[src/rtl/pong_game_ctrl.sv]
// Per-frame pong sequencer: moves the ball and paddles once per video frame, resolves
// wall/paddle/miss events and keeps score for the renderer.
module pong_game_ctrl #(
  parameter int VIDEO_W      = 640,
  parameter int VIDEO_H      = 480,
  parameter int TOP_Y        = 95,
  parameter int BOT_Y        = 465,
  parameter int P1_X         = 10,
  parameter int P2_X         = 620,
  parameter int PADDLE_W     = 10,
  parameter int PADDLE_H     = 40,
  parameter int BALL_SZ      = 5,
  parameter int BALL_SPEED   = 4,
  parameter int PADDLE_STEP  = 6,
  parameter int SERVE_FRAMES = 60,
  parameter int WIN_SCORE    = 9
) (
  input  logic        iVGA_CLK,
  input  logic        iRST,
  input  logic        iVS,
  input  logic        iStart,
  input  logic        iP1Up,
  input  logic        iP1Dn,
  input  logic        iP2Up,
  input  logic        iP2Dn,
  output logic [10:0] oBallX,
  output logic [9:0]  oBallY,
  output logic [9:0]  oP1Y,
  output logic [9:0]  oP2Y,
  output logic [3:0]  oScore1,
  output logic [3:0]  oScore2,
  output logic [1:0]  oState,
  output logic        oPoint,
  output logic [1:0]  oWinner
);
  typedef enum logic [1:0] {IDLE = 2'd0, SERVE = 2'd1, PLAY = 2'd2, OVER = 2'd3} state_t;

  localparam int BOT_L = (BOT_Y < VIDEO_H) ? BOT_Y : VIDEO_H;
  localparam int CW    = $clog2(SERVE_FRAMES);

  localparam logic signed [11:0] SW   = 12'(VIDEO_W);
  localparam logic signed [11:0] STOP = 12'(TOP_Y);
  localparam logic signed [11:0] SBOT = 12'(BOT_L);
  localparam logic signed [11:0] SP1X = 12'(P1_X);
  localparam logic signed [11:0] SP2X = 12'(P2_X);
  localparam logic signed [11:0] SPW  = 12'(PADDLE_W);
  localparam logic signed [11:0] SPH  = 12'(PADDLE_H);
  localparam logic signed [11:0] SBS  = 12'(BALL_SZ);
  localparam logic signed [11:0] SSPD = 12'(BALL_SPEED);

  localparam logic [10:0] CX    = 11'((VIDEO_W - BALL_SZ) / 2);
  localparam logic [9:0]  CY    = 10'((TOP_Y + BOT_L - BALL_SZ) / 2);
  localparam logic [9:0]  PC    = 10'((TOP_Y + BOT_L - PADDLE_H) / 2);
  localparam logic [9:0]  BTOP  = 10'(TOP_Y);
  localparam logic [9:0]  BBOT  = 10'(BOT_L - BALL_SZ);
  localparam logic [9:0]  PBOT  = 10'(BOT_L - PADDLE_H);
  localparam logic [9:0]  PSTEP = 10'(PADDLE_STEP);
  localparam logic [3:0]  WIN   = 4'(WIN_SCORE);
  localparam logic [CW-1:0] CLAST = CW'(SERVE_FRAMES - 1);

  state_t          state;
  logic            vsQ, vsQ2, tick;
  logic            dxNeg, dyNeg, dyNegNext;
  logic [CW-1:0]   serveCnt;
  logic signed [11:0] nx, ny, p1s, p2s;
  logic [9:0]      yNext, p1Nxt, p2Nxt;
  logic [3:0]      s1Inc, s2Inc;
  logic            hit1, hit2, missL, missR, point;

  function automatic logic [9:0] padNext(input logic [9:0] y, input logic up, input logic dn);
    logic [9:0] r;
    r = y;
    if (up && !dn)      r = (y < BTOP + PSTEP) ? BTOP : y - PSTEP;
    else if (dn && !up) r = (y + PSTEP > PBOT) ? PBOT : y + PSTEP;
    return r;
  endfunction

  assign oState = state;
  assign tick   = vsQ & ~vsQ2;
  assign nx     = $signed({1'b0, oBallX}) + (dxNeg ? -SSPD : SSPD);
  assign ny     = $signed({2'b00, oBallY}) + (dyNeg ? -SSPD : SSPD);
  assign p1s    = $signed({2'b00, oP1Y});
  assign p2s    = $signed({2'b00, oP2Y});
  assign p1Nxt  = padNext(oP1Y, iP1Up, iP1Dn);
  assign p2Nxt  = padNext(oP2Y, iP2Up, iP2Dn);
  assign s1Inc  = oScore1 + 4'd1;
  assign s2Inc  = oScore2 + 4'd1;

  // Paddle tests use the pre-update paddle rows and the unclamped next ball row.
  assign hit1  = dxNeg && (nx <= SP1X + SPW) && (nx + SBS > SP1X)
              && (ny + SBS > p1s) && (ny < p1s + SPH);
  assign hit2  = !dxNeg && (nx + SBS >= SP2X) && (nx < SP2X + SPW)
              && (ny + SBS > p2s) && (ny < p2s + SPH);
  assign missL = (nx <= 12'sd0);
  assign missR = (nx + SBS >= SW);
  assign point = !hit1 && !hit2 && (missL || missR);

  always_comb begin
    yNext     = ny[9:0];
    dyNegNext = dyNeg;
    if (ny <= STOP) begin
      yNext     = BTOP;
      dyNegNext = 1'b0;
    end else if (ny + SBS >= SBOT) begin
      yNext     = BBOT;
      dyNegNext = 1'b1;
    end
  end

  always_ff @(posedge iVGA_CLK or posedge iRST) begin
    if (iRST) begin
      state    <= IDLE;
      vsQ      <= 1'b1;
      vsQ2     <= 1'b1;
      oBallX   <= CX;
      oBallY   <= CY;
      oP1Y     <= PC;
      oP2Y     <= PC;
      oScore1  <= '0;
      oScore2  <= '0;
      oPoint   <= 1'b0;
      oWinner  <= 2'd0;
      dxNeg    <= 1'b0;
      dyNeg    <= 1'b0;
      serveCnt <= '0;
    end else begin
      vsQ    <= iVS;
      vsQ2   <= vsQ;
      oPoint <= 1'b0;
      case (state)
        IDLE, OVER: if (iStart) begin
          state    <= SERVE;
          oScore1  <= '0;
          oScore2  <= '0;
          oWinner  <= 2'd0;
          oBallX   <= CX;
          oBallY   <= CY;
          oP1Y     <= PC;
          oP2Y     <= PC;
          dxNeg    <= 1'b0;
          dyNeg    <= 1'b0;
          serveCnt <= '0;
        end
        SERVE: if (tick) begin
          oP1Y <= p1Nxt;
          oP2Y <= p2Nxt;
          if (serveCnt == CLAST) begin
            serveCnt <= '0;
            state    <= PLAY;
          end else begin
            serveCnt <= serveCnt + 1'b1;
          end
        end
        PLAY: if (tick) begin
          oP1Y <= p1Nxt;
          oP2Y <= p2Nxt;
          if (point) begin
            // A winning point freezes the ball where it was; otherwise re-serve toward the loser.
            oPoint <= 1'b1;
            dyNeg  <= dyNegNext;
            if (missL) begin
              oScore2 <= s2Inc;
              if (s2Inc == WIN) begin
                state   <= OVER;
                oWinner <= 2'd2;
              end else begin
                state  <= SERVE;
                dxNeg  <= 1'b1;
                oBallX <= CX;
                oBallY <= CY;
              end
            end else begin
              oScore1 <= s1Inc;
              if (s1Inc == WIN) begin
                state   <= OVER;
                oWinner <= 2'd1;
              end else begin
                state  <= SERVE;
                dxNeg  <= 1'b0;
                oBallX <= CX;
                oBallY <= CY;
              end
            end
          end else begin
            oBallY <= yNext;
            dyNeg  <= dyNegNext;
            if (hit1) begin
              oBallX <= 11'(P1_X + PADDLE_W);
              dxNeg  <= 1'b0;
            end else if (hit2) begin
              oBallX <= 11'(P2_X - BALL_SZ);
              dxNeg  <= 1'b1;
            end else begin
              oBallX <= nx[10:0];
            end
          end
        end
        default: state <= IDLE;
      endcase
    end
  end
endmodule

[config.mk]
export PLATFORM = sky130hd
export DESIGN_NAME = pong_game_ctrl
export DESIGN_NICKNAME = d
export VERILOG_FILES = /design/src/rtl/pong_game_ctrl.sv
export SDC_FILE = /design/constraint.sdc
export NUM_CORES = 1
export LEC_CHECK = 0
export ABC_AREA = 1
export BUFFER_PORTS_ARGS = -buffer_cell sky130_fd_sc_hd__buf_2
export CORE_MARGIN = 10
export CORE_UTILIZATION = 55
export CTS_CLUSTER_DIAMETER = 120
export DETAILED_ROUTE_END_ITERATION = 6
export PLACE_DENSITY = 0.72
export SYNTH_ARGS = -nofsm -noshare
export SYNTH_HDL_FRONTEND = slang
export SYNTH_SLANG_ARGS = --single-unit
[constraint.sdc]
create_clock -name iVGA_CLK -period 6 [get_ports iVGA_CLK]
set_input_delay 1.2 -clock iVGA_CLK [delete_from_list [all_inputs] [get_ports iVGA_CLK]]
set_output_delay 1.2 -clock iVGA_CLK [all_outputs]
set_load 0.03 [all_outputs]
==> results of run 1 <==
[logic make-up (layout without fill, tap and decap cells)]
group	Yosys count	count (layout)	synth area share (%)
AND/OR/NAND/NOR	557	557	35.60
flip-flops	64	64	22.77
AO/OA/AOI/OAI	141	141	11.09
buffers and inverters	172	238	9.488
XOR/XNOR	40	40	5.026
adder cells (fa/ha/maj)	90	90	16.03
[cells in the final DEF, fill, tap and decap left out, types with 3 or more instances in the layout]
master                      synthesis  final
sky130_fd_sc_hd__o22ai_1            4      4
sky130_fd_sc_hd__o21ai_1            9      9
sky130_fd_sc_hd__dfrtp_1           48     48
sky130_fd_sc_hd__or2_2              4      4
sky130_fd_sc_hd__nand2_1          310    310
sky130_fd_sc_hd__clkinv_4           0      3
sky130_fd_sc_hd__a211oi_1           4      4
sky130_fd_sc_hd__o21bai_1           3      3
sky130_fd_sc_hd__nand4_1           20     20
sky130_fd_sc_hd__clkinv_1           4      4
sky130_fd_sc_hd__nor2_2             9      9
sky130_fd_sc_hd__nor2_1            81     81
sky130_fd_sc_hd__nor3_1            16     16
sky130_fd_sc_hd__inv_1            147    146
sky130_fd_sc_hd__nand2_2           14     14
sky130_fd_sc_hd__dfstp_2           16     16
sky130_fd_sc_hd__nand3_1           71     71
sky130_fd_sc_hd__clkbuf_16          0      9
sky130_fd_sc_hd__xor2_1            31     31
sky130_fd_sc_hd__a21oi_1           59     59
sky130_fd_sc_hd__buf_2              3     61
sky130_fd_sc_hd__inv_2              9     10
sky130_fd_sc_hd__nor2_4             6      6
sky130_fd_sc_hd__nand3_2            8      8
sky130_fd_sc_hd__o21ai_0           42     42
sky130_fd_sc_hd__xnor2_1            8      8
sky130_fd_sc_hd__nand3b_1           6      6
sky130_fd_sc_hd__o21a_1             3      3
sky130_fd_sc_hd__ha_1              88     88
sky130_fd_sc_hd__o32ai_1            5      5
[final cells by class]
| cell class | instances | area share [%] |
|---|---|---|
| Multi-Input combinational cell | 828 | 61.09 |
| Sequential cell | 64 | 20.54 |
| Inverter | 160 | 7.607 |
| Timing Repair Buffer | 62 | 3.962 |
| Clock buffer | 9 | 2.853 |
| Tap cell | 172 | 2.726 |
| Clock inverter | 7 | 1.220 |
[critical path, delay by kind of cell, from the launching register on]
family / cells / cell delay, ps
buffers and inverters: 3 / 190
and+or+nand+nor: 18 / 2450
adders and majority gates: 2 / 670
AOI/OAI and AO/OA: 2 / 260
DFF: 1 / 630
[registers in the layout, indices dropped and copies added (netlist names)]
register	flops
oBallX	11
oBallY	10
oP1Y	10
oP2Y	10
serveCnt	6
oScore1	4
oScore2	4
oState	2
oWinner	2
dxNeg	1
dyNeg	1
oPoint	1
vsQ	1
vsQ2	1
[through the flow]
step,utilization (%),setup WS [ps]
after global routing,62.31,1290
after floorplan,-,2411
final,62.31,1735
after CTS,62.31,1756
after detailed placement,59.77,1778
after global placement,59.77,1880
[worst min-delay path by stage]
stage / start / endpoint / slack, ps
floorplan: vsQ$_DFF_PP1_ / vsQ2$_DFF_PP1_ / 350
global placement: vsQ$_DFF_PP1_ / vsQ2$_DFF_PP1_ / 360
detailed placement: vsQ$_DFF_PP1_ / vsQ2$_DFF_PP1_ / 360
CTS: vsQ$_DFF_PP1_ / vsQ2$_DFF_PP1_ / 360
global route: vsQ$_DFF_PP1_ / vsQ2$_DFF_PP1_ / 370
finish: vsQ$_DFF_PP1_ / vsQ2$_DFF_PP1_ / 360
[metal layers]
metal / GRT usage [%] / part of all wire (%)
met3: 3.809 / 5.0
met5: 0 / 0
met1: 27.74 / 46
met4: 7.134 / 2.2
met2: 35.30 / 47
==> impl_metrics.sql, run 1 <==
INSERT INTO impl_metrics (metric_group, metric, value, unit) VALUES
('outcome', 'result_of_the_run', 'completed', ''),
('placement', 'placed_cells_incl_taps', '1286', ''),
('layout', 'final_layout_size_suffix_gt1_share', '13.72', '%'),
('clock_tree', 'cts_made_buffers', '9', ''),
('critical_path', 'cp.arrival', '4540', 'ps'),
('yosys', 'synthesis.area', '7121', 'um2'),
('yosys', 'dominant_cell_by_count_in_the_synthesized_netlist', 'sky130_fd_sc_hd__nand2_1', ''),
('clock_tree', 'clock_sinks', '64', ''),
('yosys', 'post_synth_num_cell_types', '50', ''),
('global_route', 'track_usage', '21.45', '%'),
('yosys', 'syn_inst', '1064', ''),
('timing', 'timing_max_transition_violations_final', '0', ''),
('routing', 'viasPerCell', '5.393', ''),
('critical_path', 'cpMaxStageDelayCell', 'sky130_fd_sc_hd__dfrtp_1', ''),
('timing', 'fin_crit', '4265', 'ps'),
('layout', 'instances_no_fill', '1302', ''),
('placement', 'hpwl_after_detailed_placement', '14990', 'um'),
('critical_path', 'worst_r2r_startpoint', 'dyNeg$_DFFE_PP0P_', ''),
('floorplan', 'design.die.area', '17900', 'um2'),
('placement', 'port-buffer-count', '61', ''),
('floorplan', 'floorplan.rows', '41', ''),
('yosys', 'yosys.area.top_type', 'sky130_fd_sc_hd__dfrtp_1', ''),
('worst_hold_path', 'timing.hold.worst.class', 'reg2reg', ''),
('layout', 'layout_stage_area_growth_over_the_synthesis_result', '10.88', '%'),
('routing', 'drtPass1Iterations', '7', ''),
('global_route', 'gr-total-overflow', '0', ''),
('yosys', 'synth_fp_nets', '1162', ''),
('yosys', 'yosys_warnings', '0', ''),
('timing', 'final.hold.worst_slack', '361.0', 'ps'),
('yosys', 'count_of_flip_flops_with_a_built_in_enable_after_synthesis', '0', ''),
('critical_path', 'critical_path.endpoint_type', 'register', ''),
('floorplan', 'placeableCoreArea', '12670', 'um2'),
('yosys', 'synth-seq-cells', '64', ''),
('clock_tree', 'cts-root-buf', 'sky130_fd_sc_hd__clkbuf_16', ''),
('critical_path', 'r2r_end', 'oBallY[5]$_DFFE_PP0P_', ''),
('global_route', 'grt_antenna_before_repair', '0', ''),
('critical_path', 'cp_startpoint', 'dyNeg$_DFFE_PP0P_', ''),
('routing', 'drt_drc_violations_left', '0', ''),
('layout', 'multi_input_area', '4823', 'um2'),
('critical_path', 'crit_end', 'oBallY[5]$_DFFE_PP0P_', ''),
('yosys', 'yosys-top-cells-count', '310 x sky130_fd_sc_hd__nand2_1, 147 x sky130_fd_sc_hd__inv_1, 88 x sky130_fd_sc_hd__ha_1', ''),
('job', 'drv_cap', '0', ''),
('critical_path', 'largest_fanout_on_the_critical_path', '24', ''),
('routing', 'route.antenna.remaining_nets', '0', ''),
('routing', 'finalWirelength', '19130', 'um'),
('clock_tree', 'tritoncts', 'done', ''),
('clock_tree', 'postCtsSetupBuffers', '0', ''),
('layout', 'ff_latch_area', '1622', 'um2'),
('timing', 'layout_worst_path_cycle_share', '71.08', '%'),
('layout', 'antenna-diode-count', '0', ''),
('yosys', 'synth_seq_area_share', '22.77', '%'),
('global_route', 'grt_pass1_wl', '31950', 'um'),
('critical_path', 'rr_worst_depth', '25', ''),
('floorplan', 'start_util', '56.20', '%'),
('clock_tree', 'post_cts_resize_count', '0', ''),
('clock_tree', 'worst_setup_hold_path_clk_slew', '60', 'ps'),
('layout', 'final_nets', '1223', ''),
('layout', 'layout.cell_area.non_filler', '7895', 'um2'),
('timing', 'grt_setup_unrepaired', 'false', ''),
('worst_hold_path', 'timing.hold.worst_path_depth', '0', ''),
('timing', 'max_freq', '234.5', 'MHz'),
('clock_tree', 'clk-insertion-delay-late', '340', 'ps'),
('yosys', 'yosys.area.top_type_share', '16.87', '%'),
('critical_path', 'critical_path.most_common_cell', 'sky130_fd_sc_hd__nand2_1', ''),
('yosys', 'avgSynthCellArea', '6.692', 'um2'),
('floorplan', 'chipWidth', '133.8', 'um'),
('placement', 'placed_area', '7574', 'um2'),
('placement', 'place_congestion', '0.9493', ''),
('global_route', 'pin_count_of_the_biggest_net_entering_global_routing', '65', ''),
('timing', 'report.final.setup_viol', '0', ''),
('layout', 'layout.filler_cells', '1224', '');
Power of run 1 is not shown: default switching activity piles up to over one toggle a cycle in this logic, so the estimate is an artifact.
==> run 2, diff against run 1 <==
--- a/config.mk
+++ b/config.mk
@@ -5,13 +5,13 @@
 export SDC_FILE = /design/constraint.sdc
 export NUM_CORES = 1
 export LEC_CHECK = 0
-export ABC_AREA = 1
+export ABC_AREA = 0
 export BUFFER_PORTS_ARGS = -buffer_cell sky130_fd_sc_hd__buf_2
 export CORE_MARGIN = 10
 export CORE_UTILIZATION = 55
 export CTS_CLUSTER_DIAMETER = 120
 export DETAILED_ROUTE_END_ITERATION = 6
-export PLACE_DENSITY = 0.72
+export PLACE_DENSITY = 0.75
 export SYNTH_ARGS = -nofsm -noshare
 export SYNTH_HDL_FRONTEND = slang
 export SYNTH_SLANG_ARGS = --single-unit
==> constraint.sdc (replaced) <==
create_clock -name iVGA_CLK -period 3.54 [get_ports iVGA_CLK]
set_input_delay 0.708 -clock iVGA_CLK [delete_from_list [all_inputs] [get_ports iVGA_CLK]]
set_output_delay 0.708 -clock iVGA_CLK [all_outputs]
set_load 0.03 [all_outputs]
==> impl_metrics.sql, run 2 <==
INSERT INTO impl_metrics (metric_group, metric, value, unit) VALUES
('routing', 'viasPerCell', '6.817', ''),
('routing', 'route.antenna.remaining_nets', '0', ''),
('critical_path', 'setup.worst_path.start_class', 'register', ''),
('global_route', 'pin_count_of_the_biggest_net_entering_global_routing', '39', ''),
('yosys', 'synthTopCellsByArea', 'sky130_fd_sc_hd__dfrtp_1 17%, sky130_fd_sc_hd__ha_1 16%, sky130_fd_sc_hd__dfstp_2 6.0%', ''),
('layout', 'layout_stage_area_growth_over_the_synthesis_result', '44.51', '%'),
('timing', 'report.final.setup_viol', '36', ''),
('timing', 'grt_setup_unrepaired', 'true', ''),
('floorplan', 'placeableCoreArea', '12570', 'um2'),
('yosys', 'synth-seq-cells', '64', ''),
('yosys', 'post_synth_num_cell_types', '87', ''),
('global_route', 'grt_antenna_before_repair', '1', ''),
('yosys', 'yosys_warnings', '0', ''),
('timing', 'timing_max_transition_violations_final', '0', ''),
('yosys', 'synth-async-reset-ratio', '100.0', '%'),
('clock_tree', 'clock_sinks', '64', ''),
('clock_tree', 'cts-root-to-sink-buffers', '2', ''),
('outcome', 'result_of_the_run', 'finished with violations', ''),
('layout', 'final_nets', '1229', ''),
('clock_tree', 'cts-root-buf', 'sky130_fd_sc_hd__clkbuf_16', ''),
('outcome', 'failed_checks', 'design-rule violations, negative setup slack', ''),
('yosys', 'yosys.area.top_type', 'sky130_fd_sc_hd__dfrtp_1', ''),
('global_route', 'gr-total-overflow', '0', ''),
('timing', 'worst-slew-pin-transition', '789.4', 'ps'),
('floorplan', 'die-height', '133.3', 'um'),
('critical_path', 'crit_chain', 'fa_2 -> a21o_4 -> a221oi_4 -> xnor2_2 -> nand4_1 -> nor2b_2 -> xnor2_2 -> inv_2 -> ha_4 -> nand4_1 -> nor4b_2 -> a211oi_2 -> nor2_2 -> o31ai_4 -> a21boi_4 -> buf_6 -> buf_6 -> o211ai_1 -> a32o_1', ''),
('global_route', 'vias_in_the_first_global_route', '8116', ''),
('yosys', 'yosys_most_used_dff', 'sky130_fd_sc_hd__dfrtp_1', ''),
('critical_path', 'path_delay_family', 'simple AND/OR/NAND/NOR gates', ''),
('timing', 'layout_worst_path_cycle_share', '138.4', '%'),
('clock_tree', 'tritoncts', 'done', ''),
('yosys', 'synth_fp_nets', '967', ''),
('yosys', 'synth_seq_area_share', '22.98', '%'),
('global_route', 'global_route.usage.met2', '47.22', '%'),
('layout', 'final_layout_size_suffix_gt1_share', '37.68', '%'),
('yosys', 'syn_inst', '869', ''),
('critical_path', 'path_class', 'reg2reg', ''),
('routing', 'routed_wire_length_per_instance', '22.86', 'um'),
('yosys', 'yosys-top-cells-count', '88 x sky130_fd_sc_hd__ha_1, 65 x sky130_fd_sc_hd__nand2_1, 62 x sky130_fd_sc_hd__a21oi_1', ''),
('routing', 'number_of_drc_markers_in_iteration_0', '1416', ''),
('global_route', 'use_met1', '35.01', '%'),
('clock_tree', 'clk-insertion-delay-late', '350', 'ps'),
('yosys', 'synthesis.area', '7056', 'um2'),
('timing', 'clock-skew-final', '12.81', 'ps'),
('timing', 'finalHoldViolations', '0', ''),
('global_route', 'track_usage', '28.48', '%'),
('critical_path', 'cp.arrival', '5130', 'ps'),
('timing', 'fin_crit', '4900', 'ps'),
('worst_hold_path', 'timing.hold.worst.class', 'reg2reg', ''),
('routing', 'drt_drc_violations_left', '5', ''),
('power', 'ir_worst_vdd', '0.8319', 'mV'),
('yosys', 'avgSynthCellArea', '8.119', 'um2'),
('layout', 'registers.top_by_ff_count', 'oBallX', ''),
('placement', 'placed_area', '9081', 'um2'),
('layout', 'final_cell_mix', '192 x sky130_fd_sc_hd__buf_4, 79 x sky130_fd_sc_hd__ha_1, 63 x sky130_fd_sc_hd__nand2_1', ''),
('power', 'leakagePower', '4.704', 'nW'),
('critical_path', 'timing.critical_path.buf_inv', '3', ''),
('placement', 'place_congestion', '0.9633', ''),
('layout', 'layout.cell_area.non_filler', '10200', 'um2'),
('routing', 'drtPass1Iterations', '7', ''),
('power', 'power.density', '1084', 'nW/um2'),
('clock_tree', 'worst_setup_hold_path_clk_slew', '60', 'ps'),
('layout', 'max_ffs_per_register', '11', ''),
('critical_path', 'setup.reg_to_reg.worst_slack', '-1360', 'ps'),
('timing', 'final.hold.worst_slack', '370.6', 'ps'),
('floorplan', 'chipWidth', '133.3', 'um'),
('placement', 'port-buffer-count', '61', ''),
('timing', 'setup_tns_final', '-42990', 'ps'),
('routing', 'routed-via-count', '8923', ''),
('placement', 'hpwl_after_detailed_placement', '17780', 'um'),
('critical_path', 'critical_path.endpoint_type', 'register', ''),
('routing', 'finalWirelength', '29930', 'um'),
('timing', 'max_freq', '204.1', 'MHz'),
('yosys', 'dominant_cell_by_count_in_the_synthesized_netlist', 'sky130_fd_sc_hd__ha_1', ''),
('floorplan', 'design.die.area', '17760', 'um2'),
('global_route', 'global_route.usage.met3', '5.414', '%'),
('job', 'drv_cap', '0', ''),
('global_route', 'gr_busiest_metal', 'met2', ''),
('critical_path', 'cpMaxStageDelayCell', 'sky130_fd_sc_hd__dfrtp_2', ''),
('yosys', 'yosys.area.top_type_share', '17.02', '%'),
('timing', 'worst_slew_margin_rel', '46.93', '%'),
('floorplan', 'start_util', '56.14', '%'),
('clock_tree', 'cts.htree.levels', '3', ''),
('global_route', 'grt_pass1_wl', '42240', 'um'),
('placement', 'detailedPlace.worstSlack', '-772.6', 'ps'),
('clock_tree', 'postCtsHoldBufs', '0', ''),
('clock_tree', 'cts_made_buffers', '9', ''),
('yosys', 'count_of_flip_flops_with_a_built_in_enable_after_synthesis', '0', ''),
('critical_path', 'largest_fanout_on_the_critical_path', '7', ''),
('layout', 'final_common_cell', 'sky130_fd_sc_hd__buf_4', ''),
('floorplan', 'design.portCount', '62', ''),
('floorplan', 'floorplan.rows', '41', ''),
('critical_path', 'cp_data_required_time', '3770', 'ps'),
('critical_path', 'critical_path.max_stage_delay', '500', 'ps'),
('timing', 'postLayoutSetupSlackWorst', '-1360', 'ps');
## run 2: cell count changes in the layout (fill, tap and decap cells not counted), sizes merged, moves of 11 or more
cell    previous run  this run
nor2              97        60
nand2            326        65
nor2b              0        19
inv              156        57
a211oi             4        18
nor3              16        34
xnor2              8        39
buf               62       282
nand3             81        20
nand2b             0        13
xor2              32        12
and3               0        11
## run 2: metrics by stage
step | utilization [%] | cells | total power [mW]
2_1_floorplan | - | 869 | 5.873
3_3_place_gp | 72.25 | 1262 | 8.453
3_5_place_dp | 72.25 | 1262 | 8.591
4_1_cts | 78.33 | 1296 | 9.991
5_1_grt | 81.11 | 1308 | 11.57
6_report | 81.12 | 1309 | 11.05
## run 2: worst paths after layout
check                                   from                      to  cells after the start
setup / recovery           dyNeg$_DFFE_PP0P_  oWinner[1]$_DFFE_PP0P_                     19
hold / removal                 vsQ$_DFF_PP1_          vsQ2$_DFF_PP1_                      0
setup reg to reg           dyNeg$_DFFE_PP0P_  oWinner[1]$_DFFE_PP0P_                     19
hold reg to reg                vsQ$_DFF_PP1_          vsQ2$_DFF_PP1_                      0
max in group asynchronous               iRST       dyNeg$_DFFE_PP0P_                      3
min in group asynchronous               iRST     oP2Y[6]$_DFFE_PP0P_                      3
## run 2: kinds of logic (layout without fill, tap and decap cells)
group                    Yosys count  after routing  share of synthesized area, %
AO/OA/AOI/OAI                    288            288                         28.48
XOR/XNOR                          51             51                         6.437
adder cells (fa/ha/maj)           90             90                         16.17
buffers and inverters             93            360                         5.143
flip-flops                        64             64                         22.98
multiplexers                       6              6                        0.8867
other                              0              1                             0
AND/OR/NAND/NOR                  277            277                         19.90
## run 2: worst register-to-register path, cell delays in order, from the launching register on
cell and delay, ps:
sky130_fd_sc_hd__dfrtp_2 500, sky130_fd_sc_hd__fa_2 420, sky130_fd_sc_hd__a21o_4 250, sky130_fd_sc_hd__a221oi_4 270
sky130_fd_sc_hd__xnor2_2 180, sky130_fd_sc_hd__nand4_1 230, sky130_fd_sc_hd__nor2b_2 370, sky130_fd_sc_hd__xnor2_2 220
sky130_fd_sc_hd__inv_2 110, sky130_fd_sc_hd__ha_4 320, sky130_fd_sc_hd__nand4_1 170, sky130_fd_sc_hd__nor4b_2 390
sky130_fd_sc_hd__a211oi_2 90, sky130_fd_sc_hd__nor2_2 270, sky130_fd_sc_hd__o31ai_4 140, sky130_fd_sc_hd__a21boi_4 210
sky130_fd_sc_hd__buf_6 140, sky130_fd_sc_hd__buf_6 130, sky130_fd_sc_hd__o211ai_1 120, sky130_fd_sc_hd__a32o_1 260
## run 2: what timing repair did
action / CTS / global route
gates resized for setup: 73 / 53
hold endpoints to repair: 0 / 0
setup buffers: 19 / 15
cloned: 1 / 0
endpoints found under the setup margin: 36 / 36
pin swaps: 24 / 24
## run 2: layer usage
layer,up-vias,part of all wire (%),wire length (um)
met5,-,0,0
met4,0,7.8,2341
met3,264,11,3292
met2,783,45,13340
met1,4098,37,10960
li1,3778,-,-
## run 2: cell type report
type	instances	area [um2]
Clock inverter	5	55.05
Timing Repair Buffer	282	2077
Multi-Input combinational cell	712	5736
Inverter	62	232.7
Sequential cell	64	1625
Fill cell	745	2372
Tap cell	172	215.2
Antenna cell	1	2.502
Clock buffer	11	252.7
## run 2: power by group
group | internal [mW] | switching [mW] | leakage [nW]
Clock | 0.581 | 0.372 | 0.148
Combinational | 3.69 | 5.16 | 3.76
Sequential | 1.01 | 0.239 | 0.797
Total | 5.28 | 5.77 | 4.70
(Power assumes the default switching activity.)
